File: src/rtl/lcd_write_sequencer_pkg.sv
// Shared definitions for the LCD write sequencer: FSM states, register map,
// status bit positions and the slow-command byte set.
package lcd_write_sequencer_pkg;

  typedef enum logic [2:0] {
    ST_IDLE  = 3'd0,
    ST_SETUP = 3'd1,
    ST_PULSE = 3'd2,
    ST_HOLD  = 3'd3,
    ST_EXEC  = 3'd4
  } lcd_state_e;

  localparam logic [1:0] ADDR_CMD       = 2'd0;
  localparam logic [1:0] ADDR_DAT       = 2'd1;
  localparam logic [1:0] ADDR_CTRL_STAT = 2'd2;
  localparam logic [1:0] ADDR_CTRL_RD   = 2'd3;

  localparam int STAT_BUSY      = 0;
  localparam int STAT_EMPTY     = 1;
  localparam int STAT_FULL      = 2;
  localparam int STAT_OVERFLOW  = 3;
  localparam int STAT_LEVEL_LSB = 8;

  localparam logic [7:0] CMD_CLEAR    = 8'h01;
  localparam logic [7:0] CMD_HOME     = 8'h02;
  localparam logic [7:0] CMD_HOME_ALT = 8'h03;

  // Clear/home commands need the long execution wait on an HD44780.
  function automatic logic is_long_cmd(input logic rs, input logic [7:0] data);
    return !rs && (data == CMD_CLEAR || data == CMD_HOME || data == CMD_HOME_ALT);
  endfunction

  function automatic int max_of(input int a, input int b);
    return (a > b) ? a : b;
  endfunction

endpackage

File: src/rtl/lcd_byte_fifo.sv
// Small show-ahead FIFO holding {rs, data} bytes; flush has priority over push.
module lcd_byte_fifo #(
  parameter int DEPTH = 4,
  parameter int WIDTH = 9
) (
  input  logic                         clk,
  input  logic                         reset_n,
  input  logic                         push,
  input  logic                         pop,
  input  logic                         flush,
  input  logic [WIDTH-1:0]             din,
  output logic [WIDTH-1:0]             dout,
  output logic                         empty,
  output logic                         full,
  output logic [$clog2(DEPTH+1)-1:0]   level
);

  localparam int AW = $clog2(DEPTH);
  localparam int LW = $clog2(DEPTH + 1);

  logic [WIDTH-1:0] mem [DEPTH];
  logic [AW-1:0]    wr_ptr;
  logic [AW-1:0]    rd_ptr;
  logic [LW-1:0]    count;
  logic             do_push;
  logic             do_pop;

  assign empty   = (count == '0);
  assign full    = (count == LW'(DEPTH));
  assign level   = count;
  assign dout    = mem[rd_ptr];
  assign do_pop  = pop & ~empty;
  assign do_push = push & (~full | do_pop) & ~flush;

  always_ff @(posedge clk or negedge reset_n) begin
    if (!reset_n) begin
      wr_ptr <= '0;
      rd_ptr <= '0;
      count  <= '0;
    end else if (flush) begin
      wr_ptr <= '0;
      rd_ptr <= '0;
      count  <= '0;
    end else begin
      if (do_push) wr_ptr <= wr_ptr + 1'b1;
      if (do_pop)  rd_ptr <= rd_ptr + 1'b1;
      count <= count + LW'(do_push) - LW'(do_pop);
    end
  end

  always_ff @(posedge clk) begin
    if (do_push) mem[wr_ptr] <= din;
  end

endmodule

File: src/rtl/lcd_write_sequencer.sv
// Avalon-MM slave that queues LCD command/data bytes and replays them with
// HD44780 setup / enable / hold / execution timing.
//
// state | meaning
// IDLE  | waiting for enable and a queued byte
// SETUP | rs/data driven, en low
// PULSE | en high
// HOLD  | en low, rs/data still driven
// EXEC  | waiting for the LCD to finish the command
module lcd_write_sequencer
  import lcd_write_sequencer_pkg::*;
#(
  parameter int FIFO_DEPTH    = 4,
  parameter int SETUP_CYC     = 2,
  parameter int PULSE_CYC     = 12,
  parameter int HOLD_CYC      = 2,
  parameter int EXEC_CYC      = 2000,
  parameter int LONG_EXEC_CYC = 82000
) (
  input  logic        clk,
  input  logic        reset_n,
  input  logic [1:0]  address,
  input  logic        chipselect,
  input  logic        write_n,
  input  logic [31:0] writedata,
  output logic [31:0] readdata,
  output logic [7:0]  lcd_data,
  output logic        lcd_rs,
  output logic        lcd_rw,
  output logic        lcd_en
);

  localparam int MAX_CYC = max_of(max_of(max_of(SETUP_CYC, PULSE_CYC),
                                         max_of(HOLD_CYC, EXEC_CYC)), LONG_EXEC_CYC);
  localparam int CW = (MAX_CYC > 1) ? $clog2(MAX_CYC) : 1;
  localparam int LW = $clog2(FIFO_DEPTH + 1);

  lcd_state_e    state, next_state;
  logic [CW-1:0] cnt, cnt_next;
  logic          rs_q;
  logic [7:0]    data_q;
  logic          en_q, en_next;
  logic          busy;
  logic          pop;

  logic          enable;
  logic          overflow;
  logic          wr, push, ctrl_wr, flush;
  logic [8:0]    fifo_dout;
  logic          empty, full;
  logic [LW-1:0] level;
  logic [31:0]   status;
  logic          unused_wdata;

  assign wr           = chipselect & ~write_n;
  assign push         = wr & (address == ADDR_CMD || address == ADDR_DAT);
  assign ctrl_wr      = wr & (address == ADDR_CTRL_STAT);
  assign flush        = ctrl_wr & writedata[1];
  assign unused_wdata = ^writedata[31:8];

  lcd_byte_fifo #(.DEPTH(FIFO_DEPTH), .WIDTH(9)) u_fifo (
    .clk     (clk),
    .reset_n (reset_n),
    .push    (push),
    .pop     (pop),
    .flush   (flush),
    .din     ({address == ADDR_DAT, writedata[7:0]}),
    .dout    (fifo_dout),
    .empty   (empty),
    .full    (full),
    .level   (level)
  );

  always_ff @(posedge clk or negedge reset_n) begin
    if (!reset_n) begin
      enable   <= 1'b1;
      overflow <= 1'b0;
    end else begin
      if (ctrl_wr) enable <= writedata[0];
      if (ctrl_wr && writedata[2])
        overflow <= 1'b1 & 1'b0;
      else if (push && full && !pop && !flush)
        overflow <= 1'b1;
    end
  end

  always_ff @(posedge clk or negedge reset_n) begin
    if (!reset_n) begin
      state  <= ST_IDLE;
      cnt    <= '0;
      rs_q   <= 1'b0;
      data_q <= '0;
      en_q   <= 1'b0;
    end else begin
      state <= next_state;
      cnt   <= cnt_next;
      en_q  <= en_next;
      if (pop) {rs_q, data_q} <= fifo_dout;
    end
  end

  always_comb begin
    next_state = state;
    cnt_next   = cnt;
    pop        = 1'b0;
    case (state)
      ST_IDLE: begin
        if (enable && !empty) begin
          pop        = 1'b1;
          cnt_next   = CW'(SETUP_CYC - 1);
          next_state = ST_SETUP;
        end
      end
      ST_SETUP: begin
        if (cnt == '0) begin
          cnt_next   = CW'(PULSE_CYC - 1);
          next_state = ST_PULSE;
        end else cnt_next = cnt - 1'b1;
      end
      ST_PULSE: begin
        if (cnt == '0) begin
          cnt_next   = CW'(HOLD_CYC - 1);
          next_state = ST_HOLD;
        end else cnt_next = cnt - 1'b1;
      end
      ST_HOLD: begin
        if (cnt == '0) begin
          cnt_next   = is_long_cmd(rs_q, data_q) ? CW'(LONG_EXEC_CYC - 1) : CW'(EXEC_CYC - 1);
          next_state = ST_EXEC;
        end else cnt_next = cnt - 1'b1;
      end
      ST_EXEC: begin
        if (cnt == '0) next_state = ST_IDLE;
        else cnt_next = cnt - 1'b1;
      end
      default: next_state = ST_IDLE;
    endcase
  end

  // en is decoded from next_state and registered so the pin never glitches.
  always_comb begin
    busy    = (state != ST_IDLE);
    en_next = (next_state == ST_PULSE);
  end

  always_comb begin
    status                         = '0;
    status[STAT_BUSY]              = busy;
    status[STAT_EMPTY]             = empty;
    status[STAT_FULL]              = full;
    status[STAT_OVERFLOW]          = overflow;
    status[STAT_LEVEL_LSB +: 8]    = {{(8 - LW){1'b0}}, level};
    readdata = '0;
    case (address)
      ADDR_CTRL_STAT: readdata = status;
      ADDR_CTRL_RD:   readdata = {31'b0, enable};
      default:        readdata = '0;
    endcase
  end

  assign lcd_data = data_q;
  assign lcd_rs   = rs_q;
  assign lcd_rw   = 1'b0;
  assign lcd_en   = en_q;

endmodule

File: config.mk
export PLATFORM = sky130hd
export DESIGN_NAME = lcd_write_sequencer
export DESIGN_NICKNAME = d
export VERILOG_FILES = /design/src/rtl/lcd_write_sequencer_pkg.sv /design/src/rtl/lcd_byte_fifo.sv /design/src/rtl/lcd_write_sequencer.sv
export SDC_FILE = /design/constraint.sdc
export NUM_CORES = 1
export LEC_CHECK = 0
export CAP_MARGIN = 20
export CORE_UTILIZATION = 52
export DETAILED_ROUTE_END_ITERATION = 16
export GPL_TIMING_DRIVEN = 0
export MAX_ROUTING_LAYER = met4
export PLACE_DENSITY = 0.79
export SLEW_MARGIN = 25
export SYNTH_ARGS = -nofsm -noshare
export SYNTH_HDL_FRONTEND = slang
export SYNTH_SLANG_ARGS = --single-unit
File: constraint.sdc
create_clock -name clk -period 3.1 [get_ports clk]
set_input_delay 0.62 -clock clk [delete_from_list [all_inputs] [get_ports clk]]
set_output_delay 0.62 -clock clk [all_outputs]
set_load 0.01 [all_outputs]
* After elaboration in Yosys (flattened, before gate mapping)
Memory sizes are Yosys's and may differ from the RTL's. A register that Yosys moved wholly into a read port is not among the register bits.
Index checks and enable logic that the tools add are counted.
** Operators by class
- $add $sub $neg :: 5
- Equal/unequal tests :: 14
- Multiplexer cells :: 25
- Bitwise gates (word level) :: 12
- Reductions and logical operators :: 24
** Operators by type and width (count)
- $mux 17 :: 6
- $pmux 17 s5 :: 1
- $pmux 11 s2 :: 1
- $mux 3 :: 6
- $logic_not 17->1 :: 1
- $sub 17x1->17 const B :: 1
- $eq 8x2->1 const B :: 2
- $pmux 3 s5 :: 1
- $eq 3x2->1 const B :: 3
- $eq 8x1->1 const B :: 1
- $mux 2 :: 4
- $and 1x1->1 :: 7
- $eq 3x3->1 const B :: 2
- $logic_and 1x1->1 :: 6
- $logic_not 3->1 :: 2
- $mux 1 :: 6
- $reduce_bool 2->1 :: 3
- $logic_not 1->1 :: 5
- $reduce_bool 5->1 :: 1
- $add 2x1->2 const B :: 2
- $eq 2x2->1 const B :: 2
- $ne 2x2->1 const B :: 2
- $not 1->1 :: 4
- $add 3x1->3 :: 1
- 8 further kinds :: 10
** Storage, ports and cells
- Logic and storage cells :: 89
- Flip-flop bits (word level) :: 30
- Output and inout bits :: 43
- Memories :: 1
- Bits in writable memories :: 36
- Input bits :: 38
** Memory list
- u_fifo.mem :: words 4, width 9, rd ports 1, clocked after Yosys merged registers in 1, write ports 1, line lcd_byte_fifo.sv:21 : logic [WIDTH-1:0] mem [DEPTH];

* Longest topological paths before layout
Gate-level depths: netlist of run 1.
- Depth after elaboration :: 12
- Mapped depth :: 11
- Depth with buffers taken out :: 10

* Modules after synthesis
Synthesis of run 1 repeated with hierarchy kept, for this count alone.
** Unflattened totals
- Cell total of the unflattened synthesis :: 338
- Area, all modules :: 3854.9 um^2
** Modules (own cells, without submodules)
- lcd_write_sequencer :: cells an instance 243, instances 1, area each 2075.7 um^2, sequential area each 802.0 um^2
- lcd_byte_fifo :: cells an instance 95, instances 1, area each 1779.2 um^2, sequential area each 1256.2 um^2

* Worst setup path before layout of run 1
No wires, ideal clock.
- Kind :: register to register
- Start :: reg enable
- End :: reg u_fifo.count[2] (netlist: u_fifo.level[2])
- Library setup time :: 0.126 ns
- Data required time :: 2.974 ns
- Buffers on the path :: 1
- Arrival :: 2.536 ns
- Setup slack :: 0.438 ns
- Clock period less this slack :: 2.662 ns
- Stages on the path, launching flop included :: 12
- Cell sequence :: dfstp_2 o31ai_1 nor4_4 clkbuf_1 ha_1 inv_1 ha_1 inv_1 fa_1 xor2_1 xnor2_1 nor2_1
** Between the ends
- Longest elaborated chain between the ends :: 10
** RTL lines
- from (decl) :: line lcd_write_sequencer.sv:46 : logic enable;
- from (signal assigned) :: line lcd_write_sequencer.sv:79 : if (ctrl_wr) enable <= writedata[0];
- $logic_and 1x1->1 (*) :: line lcd_write_sequencer.sv:108 : if (enable && !empty) begin
- $mux 1 (*) :: line lcd_write_sequencer.sv:108
- $mux 1 (*) :: line lcd_write_sequencer.sv:106 : case (state)
- $and 1x1->1 (*) :: line lcd_byte_fifo.sv:32 : assign do_pop = pop & ~empty;
- $or 1x1->1 :: line lcd_byte_fifo.sv:33 : assign do_push = push & (~full | do_pop) & ~flush;
- $and 1x1->1 (2 in a row) :: line lcd_byte_fifo.sv:33
- $add 3x1->3 :: line lcd_byte_fifo.sv:47 : count <= count + LW'(do_push) - LW'(do_pop);
- $sub 3x1->3 (*) :: line lcd_byte_fifo.sv:47
- $mux 3 (*) :: line lcd_byte_fifo.sv:40 : end else if (flush) begin
- to (signal assigned) :: line lcd_byte_fifo.sv:47
- to (decl) :: line lcd_byte_fifo.sv:24 : logic [LW-1:0] count;
Every way passes the cells marked *; elsewhere a longest branch is shown, timed or not.
A chain may end at the register's enable or synchronous reset.

* Worst setup path in the final report of run 1
- Start :: in address[1]
- End :: out readdata[1]
** Between the ends
- Longest elaborated chain between the ends :: 2
- Elaborated cells between the ends (all ways) :: 3
- Classes of those cells :: eq/ne: 2; mux: 1
** RTL lines
- from (decl) :: line lcd_write_sequencer.sv:22 : input logic [1:0] address,
- $eq 2x2->1 :: line lcd_write_sequencer.sv:154 : case (address)
- $pmux 11 s2 (*) :: line lcd_write_sequencer.sv:154
- to (decl) :: line lcd_write_sequencer.sv:26 : output logic [31:0] readdata,
Marks and branches as above.

==> results of run 1 <==
==> repair_timing <==
action / CTS / global route
hold buffers: 0 / 0
endpoints found under the setup margin: 1 / 1
pin swaps: 0 / 1
resized for setup: 1 / 0
buffers inserted: 0 / 3
==> cell usage in the layout (no fill, tap or decap), types with 5 or more instances in the layout <==
master / count
conb_1: 26
o21ai_0: 14
nand2_1: 14
ha_1: 8
inv_1: 12
mux2_2: 11
nor4_1: 11
nor3_1: 15
nor2_1: 19
edfxtp_1: 36
nor2b_1: 6
nand3_1: 5
a21oi_1: 10
nand2b_1: 5
and2_1: 10
buf_4: 29
clkbuf_8: 9
mux4_2: 9
o22ai_1: 5
clkdlybuf4s50_1: 29
clkbuf_1: 8
dfrtp_1: 38
==> cell families (layout without fill, tap and decap cells) <==
logic type	count (synthesis)	in the layout	synth area share (%)
AOI/OAI and AO/OA	71	71	12.7
other	1	26	0.0926
xor gates and xnor gates	5	5	1.08
DFF	75	75	50.8
adders and majority gates	9	9	2.97
buffers and inverters	53	103	7.57
muxes	23	23	8.81
and+or+nand+nor	110	110	16.0
==> registers in the layout, indices dropped and copies added (netlist names) <==
signal / cells
cnt: 17
enable: 1
lcd_data: 8
lcd_en: 1
lcd_rs: 1
overflow: 1
state: 3
u_fifo.level: 3
u_fifo.mem: 36
u_fifo.rd_ptr: 2
u_fifo.wr_ptr: 2
==> report_power, final <==
part	switching, W	internal (W)
logic	0.000925	0.000801
clock network	0.000392	0.000467
registers	0.000256	0.00129
total	0.00157	0.00256
==> synthesized netlist by cell type (2+ instances only) <==
master and instances:
a21boi_0 3, a21o_1 4, a21oi_1 10, a221oi_1 3
a22o_1 3, a22oi_1 2, a31oi_1 4, a32oi_1 3
and2_1 10, and3_1 3, buf_1 3, buf_4 26
clkbuf_1 9, dfrtp_1 38, edfxtp_1 36, ha_1 8
inv_1 12, mux2_2 11, mux2i_1 3, mux4_2 9
nand2_1 14, nand2b_1 5, nand3_1 5, nor2_1 19
nor2b_1 6, nor3_1 15, nor4_1 11, o211ai_1 2
o21ai_0 14, o22ai_1 5, o31ai_1 4, or3_1 3
or3b_2 2, or4_1 2, or4_4 2, xnor2_1 3
xor2_1 2
==> per-stage QoR <==
stage | util (%) | setup slack (ps)
after floorplan | - | 438
final | 65.4 | 179
after global routing | 65.4 | 46.8
after CTS | 65.1 | 16.5
after global placement | 61.6 | -82.1
after detailed placement | 61.9 | -149
==> final timing paths <==
check	start	end	slack (ps)	cells past startpoint
max	address[1]	readdata[1]	180	4
min	reset_n	cnt[15]	200	1
max reg2reg	u_fifo.level[2]	u_fifo.level[2]	250	11
min reg2reg	lcd_data[3]	lcd_data[3]	540	1
max in group asynchronous	reset_n	enable	2360	2
min in group clk	lcd_data[3]	lcd_data[3]	540	1
==> layer usage <==
| layer | track usage [%] | vias up | routed length, um |
|---|---|---|---|
| li1 | - | 1401 | - |
| met1 | 31.0 | 1442 | 3780 |
| met2 | 36.8 | 141 | 4200 |
| met3 | 4.57 | 13 | 577 |
| met4 | 8.87 | 0 | 148 |
| met5 | - | - | 0 |
==> cell type report <==
type,count,share of cell area (%)
well taps,99,2.56
plain buffers,41,5.42
clock inverters,7,2.20
multi-input cells,244,36.7
repair buffers,34,7.13
clock buffers,9,2.56
inverters,12,0.930
flip-flops and latches,75,42.5
==> summary.txt, run 1 <==
CTS
  • Clock transition at path regs: 90 ps
  • CTS Sinks: 75
  • Clock root buffer: clkbuf_8
  • CTS tree: built
  • Num CTS Buffers: 9
  • Latest clock arrival within the worst-skew pair: 350 ps
  • Clk buf depth: 2
  • Clock H-tree levels: 3

Drt
  • Vias/cell: 5.75
  • DRC Markers: 0
  • Wire per inst: 16.7 um
  • Vias: 2997
  • ANT nets after route: 0
  • First drt pass iteration count: 4
  • Initial DRC Count: 223
  • DRT Wirelength: 8.71 mm

Placement
  • Inst Count DP: 502
  • Placed Area: 0.00459 sq mm
  • Port Buf Inserts: 30
  • DP Wirelength: 6.26 mm
  • Placer Congestion: 0.928

Final layout
  • N_diodes: 0
  • Final net count: 464
  • Final instance area: 0.00484 sq mm
  • Ratio of cells with drive above 1 in the final layout: 20.9%
  • Non-filler instance count after layout: 521
  • Multi-input gate area: 0.00178 sq mm
  • Register Area: 0.00206 sq mm
  • # fillers: 546
  • Area Overhead vs Synth: 19.6%

Synthesis
  • Post-synth ARST share: 52.0%
  • Post-synthesis register bit count: 75
  • Ys flop type: dfrtp_1
  • Mapped Avg Cell Area: 11.7 sq um
  • Synth top area cells: edfxtp_1, dfrtp_1, mux4_2, buf_4, mux2_2
  • Yosys warnings: 0
  • Synthesized area: 0.00405 sq mm
  • Post-Synthesis Cells: 347
  • Post-synth EDFFs: 36
  • Synth area leader: edfxtp_1
  • Synth cell types: 70
  • Post-synthesis sequential area ratio: 50.8%
  • Top cell type's share of synthesized area: 26.7%

Global route
  • Initial antenna violation count: 0
  • GRT overflow: 0
  • First-pass GRT wire length: 14.4 mm
  • Gr usage total: 23.7%
  • Number of global-route vias before repair: 2873
  • Largest net degree at the start of global routing: 24

Status
  • Status: finished, final reports clean

Run
  • Maximum Capacitance Violations: 0

Timing
  • Sum Neg Setup Slack: 0 ps
  • Final setup fails: 0
  • Fin. Hold Viols: 0
  • Fin crit period: 2920 ps
  • Worst Max-Slew Pin Slew: 809 ps
  • Unrepaired setup endpoints after global routing: false
  • Max Slew Vio Count: 0
  • Clock Skew: 11.5 ps
  • Period utilization: 94.2%
  • Slew headroom: 46.1%
  • F_max: 0.342 GHz
  • Fin Hold WS: 196 ps

Setup path
  • Sequence of cells on the critical path: clkdlybuf4s50_1, nor2b_1, and3b_1, clkdlybuf4s50_1
  • Critical path type: input port to output pin
  • CP Capture Type: output pin
  • Crit path max-delay cell type: clkdlybuf4s50_1
  • Most Frequent Cell on Critical Path: clkdlybuf4s50_1
  • Worst path max stage delay: 550 ps
  • Req. time, crit path: 2480 ps
  • Critical Path AT: 2300 ps
  • Critical path's top delay family: buffers and inverters
  • Worst path bufs/invs: 2
  • Worst-path fanout max: 8
  • Crit path launch type: input port

Die
  • Placeable Area: 0.00741 sq mm
  • I/O pins: 81
  • Die width: 90.2 um
  • Height of the die: 90.2 um
  • Die area: 0.00814 sq mm
  • Initial core utilization: 54.7%
  • # rows: 31

Power and ir drop
  • Overall power: 0.00413 W
  • VDD IR-drop max: 0.433 mV
  • PwrDens: 854 mW/mm^2
  • Leakage: 1.95 nW

Min path
  • HP Class: input port to asynchronous set/reset pin
Note: power is estimated with default switching activity, not from simulation.
==> inputs of run 2 (changes only) <==
Settings changed: ABC_CLOCK_PERIOD_IN_PS from default to 3100, CORE_UTILIZATION 52 to 55, DONT_BUFFER_PORTS from default to 1, PLACE_DENSITY 0.79 to 0.69.
==> summary.txt, run 2 (synthesis results as in run 1) <==
Status
  • Status: finished, final reports clean

Final layout
  • Non-filler instance count after layout: 487 (-6.5%)
  • Area Overhead vs Synth: 10.7%
  • Max reg flops: 36 (unchanged)
  • Biggest register: u_fifo.mem
  • Most common cell after layout, fill and taps aside: dfrtp_1
  • Commonest non-fill, non-tap cells in the layout: dfrtp_1, edfxtp_1, buf_4
  • Final net count: 433 (-6.7%)
  • N_diodes: 0 (unchanged)
  • Ratio of cells with drive above 1 in the final layout: 22.0% (+1.1 points)

Die
  • Die area: 0.00771 sq mm (-5.3%)
  • Placeable Area: 0.00694 sq mm (-6.3%)
  • Height of the die: 87.8 um (-2.7%)
  • I/O pins: 81 (unchanged)
  • Initial core utilization: 58.3% (+3.7 points)
  • # rows: 30 (-3.2%)
  • Die width: 87.8 um (-2.7%)

Setup path
  • Critical path type: flop to flop
  • Reg-to-reg setup timing slack: 110 ps (-140 ps)
  • Critical Path AT: 3240 ps (+940 ps)
  • Req. time, crit path: 3350 ps (+870 ps)
  • CP Capture Type: flop
  • Worst-path fanout max: 10 (+2)
  • Crit path launch type: flop

Drt
  • Wire per inst: 18.0 um (+7.5%)
  • DRT Wirelength: 8.75 mm (+0.45%)
  • Initial DRC Count: 316 (+42%)
  • Vias/cell: 5.94 (+3.3%)
  • Vias: 2895 (-3.4%)
  • First drt pass iteration count: 5 (+1)
  • ANT nets after route: 0 (unchanged)
  • DRC Markers: 0 (unchanged)

Timing
  • Max Slew Vio Count: 0 (unchanged)
  • Sum Neg Setup Slack: 0 ps (unchanged)
  • Fin. Hold Viols: 0 (unchanged)
  • Worst setup margin: 109 ps (-70.4 ps)
  • Unrepaired setup endpoints after global routing: false
  • Final setup fails: 0 (unchanged)
  • Fin crit period: 2990 ps (+70.4 ps)
  • Slew headroom: 47.4% (+1.3 points)
  • Worst Max-Slew Pin Slew: 789 ps (-19.4 ps)
  • Period utilization: 96.5% (+2.3 points)
  • Clock Skew: 12.9 ps (+1.36 ps)
  • Fin Hold WS: 83.0 ps (-113 ps)
  • F_max: 0.334 GHz (-2.4%)

Global route
  • First-pass GRT wire length: 13.7 mm (-4.8%)
  • Gr usage total: 25.4% (+1.7 points)
  • Initial antenna violation count: 0 (unchanged)
  • GRT overflow: 0 (unchanged)
  • Number of global-route vias before repair: 2680 (-6.7%)
  • Largest net degree at the start of global routing: 39 (+63%)

CTS
  • CTS Sinks: 75 (unchanged)
  • CTS tree: built
  • Clock H-tree levels: 3 (unchanged)
  • Clock transition at path regs: 90 ps (about the same)
  • Clk buf depth: 2 (unchanged)
  • Clock root buffer: clkbuf_8
  • Num CTS Buffers: 9 (unchanged)
  • Latest clock arrival within the worst-skew pair: 370 ps (+20 ps)

Placement
  • Placer Congestion: 0.913 (-1.6%)
  • Pre-CTS setup slack: -183 ps (-33.5 ps)
  • Port Buf Inserts: 0 (-100%)
  • Inst Count DP: 468 (-6.8%)
  • DP Wirelength: 6.09 mm (-2.6%)

Power and ir drop
  • Leakage: 1.80 nW (-7.5%)
  • VDD IR-drop max: 0.586 mV (+35%)
  • PwrDens: 852 mW/mm^2 (-0.15%)

Min path
  • HP Class: input port to asynchronous set/reset pin

Run
  • Maximum Capacitance Violations: 0 (unchanged)
[run 2: cell types whose count changed in the layout (fill, tap and decap cells not counted)]
cell             before  now
buf_12                0    1
buf_16                1    0
buf_4                29   28
clkinvlp_4            0    1
clkinv_4              2    1
clkdlybuf4s50_1      29    0
bufinv_16             2    0
clkbuf_2              2    1
inv_6                 2    3
clkinv_2              0    1
[run 2: through the flow]
stage          total power, W  area (sq um)  utilization (%)
6_report              0.00382          4480             64.5
5_1_grt               0.00407          4480             64.5
4_1_cts               0.00381          4470             64.3
3_5_place_dp          0.00308          4260             61.4
3_3_place_gp          0.00305          4260             61.4
2_1_floorplan         0.00272          4140                -
[run 2: final timing paths]
check	startpoint	endpoint	cells past startpoint
max in group asynchronous	reset_n	lcd_data[3]	1
worst max register to register	enable	u_fifo.level[2]	11
worst min-delay path	reset_n	cnt[16]	1
min in group clk	address[1]	overflow	1
worst max-delay path	enable	u_fifo.level[2]	11
worst min register to register	overflow	overflow	2
[run 2: final cells by class]
class                           count  area, sq um
Fill cell                         553         2460
Sequential cell                    75         2060
Multi-Input combinational cell    244         1780
Buffer                             41          263
Clock buffer                        9          124
Tap cell                           96          120
Clock inverter                      7         58.8
Inverter                           12         45.0
Timing Repair Buffer                3         35.0
[run 2: worst max-delay path, stage by stage (launching register included)]
cell and delay (ps):
dfstp_2 550, o31ai_1 130, nor4_4 510, buf_2 380, ha_1 300, inv_1 60, ha_1 140, inv_1 50
fa_1 380, xor2_1 180, xnor2_1 140, nor2_1 50
[run 2: timing repair]
action,4_1_cts,5_1_grt
pin swaps,0,1
hold endpoints to repair,38,0
hold buffers,1,0
endpoints found under the setup margin,1,1
cloned,0,0
resized for setup,1,1
buffers inserted,0,2
[run 2: where the power goes]
group | switching (W) | total [W] | internal, W
Sequential | 0.000300 | 0.00159 | 0.00129
Combinational | 0.000855 | 0.00152 | 0.000665
Clock | 0.000403 | 0.000707 | 0.000304
Total | 0.00156 | 0.00382 | 0.00226
[run 2: per-layer routing]
metal | vias up | wire, um | global-route usage (%)
li1 | 1339 | - | -
met1 | 1406 | 3940 | 34.1
met2 | 140 | 3960 | 36.6
met3 | 10 | 713 | 8.39
met4 | 0 | 130 | 7.60
met5 | - | 0 | -
==> inputs of run 3 (changes only) <==
Settings changed: CORE_MARGIN from default to 2.
==> summary.txt, run 3 (synthesis results as in run 1) <==
CTS
  • Num CTS Buffers: 9 (unchanged)
  • CTS Sinks: 75 (unchanged)
  • Clk buf depth: 2 (unchanged)
  • CTS tree: built
  • Latest clock arrival within the worst-skew pair: 350 ps (-20 ps)
  • Clock root buffer: clkbuf_8
  • Clock H-tree levels: 3 (unchanged)
  • Clock transition at path regs: 80 ps (about the same)

Die
  • Placeable Area: 0.00718 sq mm (+3.3%)
  • Die area: 0.00806 sq mm (+4.6%)
  • Initial core utilization: 56.4% (-1.9 points)
  • I/O pins: 81 (unchanged)
  • # rows: 31 (+3.3%)
  • Die width: 89.8 um (+2.3%)
  • Height of the die: 89.8 um (+2.3%)

Timing
  • Final setup fails: 0 (unchanged)
  • Fin. Hold Viols: 0 (unchanged)
  • Fin crit period: 2830 ps (-157 ps)
  • Unrepaired setup endpoints after global routing: false
  • Fin Hold WS: 108 ps (+25.0 ps)
  • Worst Max-Slew Pin Slew: 846 ps (+56.4 ps)
  • Slew headroom: 43.6% (-3.8 points)
  • Clock Skew: 9.21 ps (-3.68 ps)
  • F_max: 0.353 GHz (+5.6%)
  • Max Slew Vio Count: 0 (unchanged)
  • Period utilization: 91.4% (-5.1 points)

Setup path
  • Worst path max stage delay: 590 ps (+40 ps)
  • Req. time, crit path: 3320 ps (-30 ps)
  • Critical path type: flop to flop
  • Worst path bufs/invs: 3 (unchanged)
  • CP Capture Type: flop
  • Sequence of cells on the critical path: o31ai_1, nor4_4, clkbuf_2, ha_1, inv_1, ha_1, inv_1, fa_1, xor2_1, xnor2_1, nor2_1
  • Critical Path AT: 3050 ps (-190 ps)
  • Critical path's top delay family: adder cells
  • Crit path launch type: flop
  • Worst-path fanout max: 10 (unchanged)
  • Reg-to-reg setup timing slack: 270 ps (+160 ps)
  • Crit path max-delay cell type: o31ai_1

Global route
  • Number of global-route vias before repair: 2709 (+1.1%)
  • GRT overflow: 0 (unchanged)
  • Largest net degree at the start of global routing: 39 (unchanged)
  • Gr usage total: 23.6% (-1.8 points)
  • Initial antenna violation count: 0 (unchanged)
  • First-pass GRT wire length: 14.5 mm (+5.6%)

Drt
  • First drt pass iteration count: 5 (unchanged)
  • DRT Wirelength: 8.56 mm (-2.2%)
  • Vias/cell: 5.90 (-0.75%)
  • ANT nets after route: 0 (unchanged)
  • Initial DRC Count: 262 (-17%)
  • Vias: 2885 (-0.35%)
  • Wire per inst: 17.5 um (-2.6%)
  • DRC Markers: 0 (unchanged)

Final layout
  • Max reg flops: 36 (unchanged)
  • Final instance area: 0.00450 sq mm (+0.36%)
  • Most common cell after layout, fill and taps aside: dfrtp_1
  • Register Area: 0.00206 sq mm (unchanged)
  • Area Overhead vs Synth: 11.1%
  • # fillers: 571 (+3.3%)
  • Multi-input gate area: 0.00178 sq mm (unchanged)
  • Ratio of cells with drive above 1 in the final layout: 21.5% (-0.46 points)
  • Final net count: 432 (-0.23%)
  • Commonest non-fill, non-tap cells in the layout: dfrtp_1, edfxtp_1, buf_4
  • Biggest register: u_fifo.mem
  • N_diodes: 0 (unchanged)

Min path
  • HP Class: input port to asynchronous set/reset pin

Power and ir drop
  • VDD IR-drop max: 0.443 mV (-24%)
  • PwrDens: 855 mW/mm^2 (+0.33%)
  • Leakage: 1.81 nW (+0.30%)

Run
  • Maximum Capacitance Violations: 0 (unchanged)

Placement
  • Port Buf Inserts: 0 (unchanged)
  • Placer Congestion: 0.918 (+0.56%)
  • DP Wirelength: 5.95 mm (-2.4%)
  • Placed Area: 0.00427 sq mm (about the same)

Status
  • Status: finished, final reports clean
## run 3: area by class of cell
| cell class | instances | area share [%] |
|---|---|---|
| flip-flops and latches | 75 | 45.8 |
| well taps | 99 | 2.75 |
| multi-input cells | 244 | 39.5 |
| clock inverters | 5 | 1.36 |
| clock buffers | 11 | 3.14 |
| plain buffers | 41 | 5.84 |
| repair buffers | 2 | 0.612 |
| inverters | 12 | 1.00 |
## run 3: worst paths after layout
path / cells after the start / end / startpoint
max in group asynchronous: 1 / lcd_data[7] / reset_n
hold / removal: 1 / lcd_data[4] / reset_n
setup reg to reg: 11 / u_fifo.level[2] / u_fifo.level[1]
hold reg to reg: 1 / u_fifo.wr_ptr[0] / u_fifo.wr_ptr[0]
min in group clk: 1 / overflow / address[1]
setup / recovery: 11 / u_fifo.level[2] / u_fifo.level[1]
## run 3: report_power, final
part	total (W)	switching, W	leakage (nW)	internal, W
clock network	0.000761	0.000362	0.104	0.000398
registers	0.00158	0.000289	0.810	0.00129
logic	0.00150	0.000845	0.894	0.000659
total	0.00385	0.00150	1.81	0.00235
## run 3: per-layer routing
| layer | vias up | share of wire [%] | GRT usage, % | routed length, um |
|---|---|---|---|---|
| met2 | 148 | 45 | 33.0 | 3830 |
| li1 | 1327 | - | - | - |
| met3 | 12 | 8.2 | 5.11 | 698 |
| met5 | - | 0 | - | 0 |
| met4 | 0 | 1.7 | 8.85 | 148 |
| met1 | 1398 | 45 | 34.2 | 3880 |
## run 3: stage by stage
stage	total power, W	utilization [%]	setup TNS (ps)	setup WS, ps	instances
after floorplan	0.00272	-	0	438	372
after global placement	0.00304	59.5	-103	-103	471
after detailed placement	0.00307	59.5	-135	-135	471
after CTS	0.00385	62.6	0	87.9	488
after global routing	0.00412	62.7	0	82.3	489
final	0.00385	62.7	0	266	489
## run 3: repair_timing
action / in CTS / in global routing
pin swaps: 0 / 1
resized for setup: 1 / 0
setup buffers: 0 / 1
hold buffers: 1 / 0
endpoints found under the hold margin: 38 / 0
endpoints found under the setup margin: 1 / 1
## run 3: worst reg2reg max path: stages (launching register included)
cell and delay (ps):
dfrtp_1 450, o31ai_1 590, nor4_4 110, clkbuf_2 270, ha_1 330, inv_1 60
ha_1 130, inv_1 50, fa_1 360, xor2_1 160, xnor2_1 150, nor2_1 50
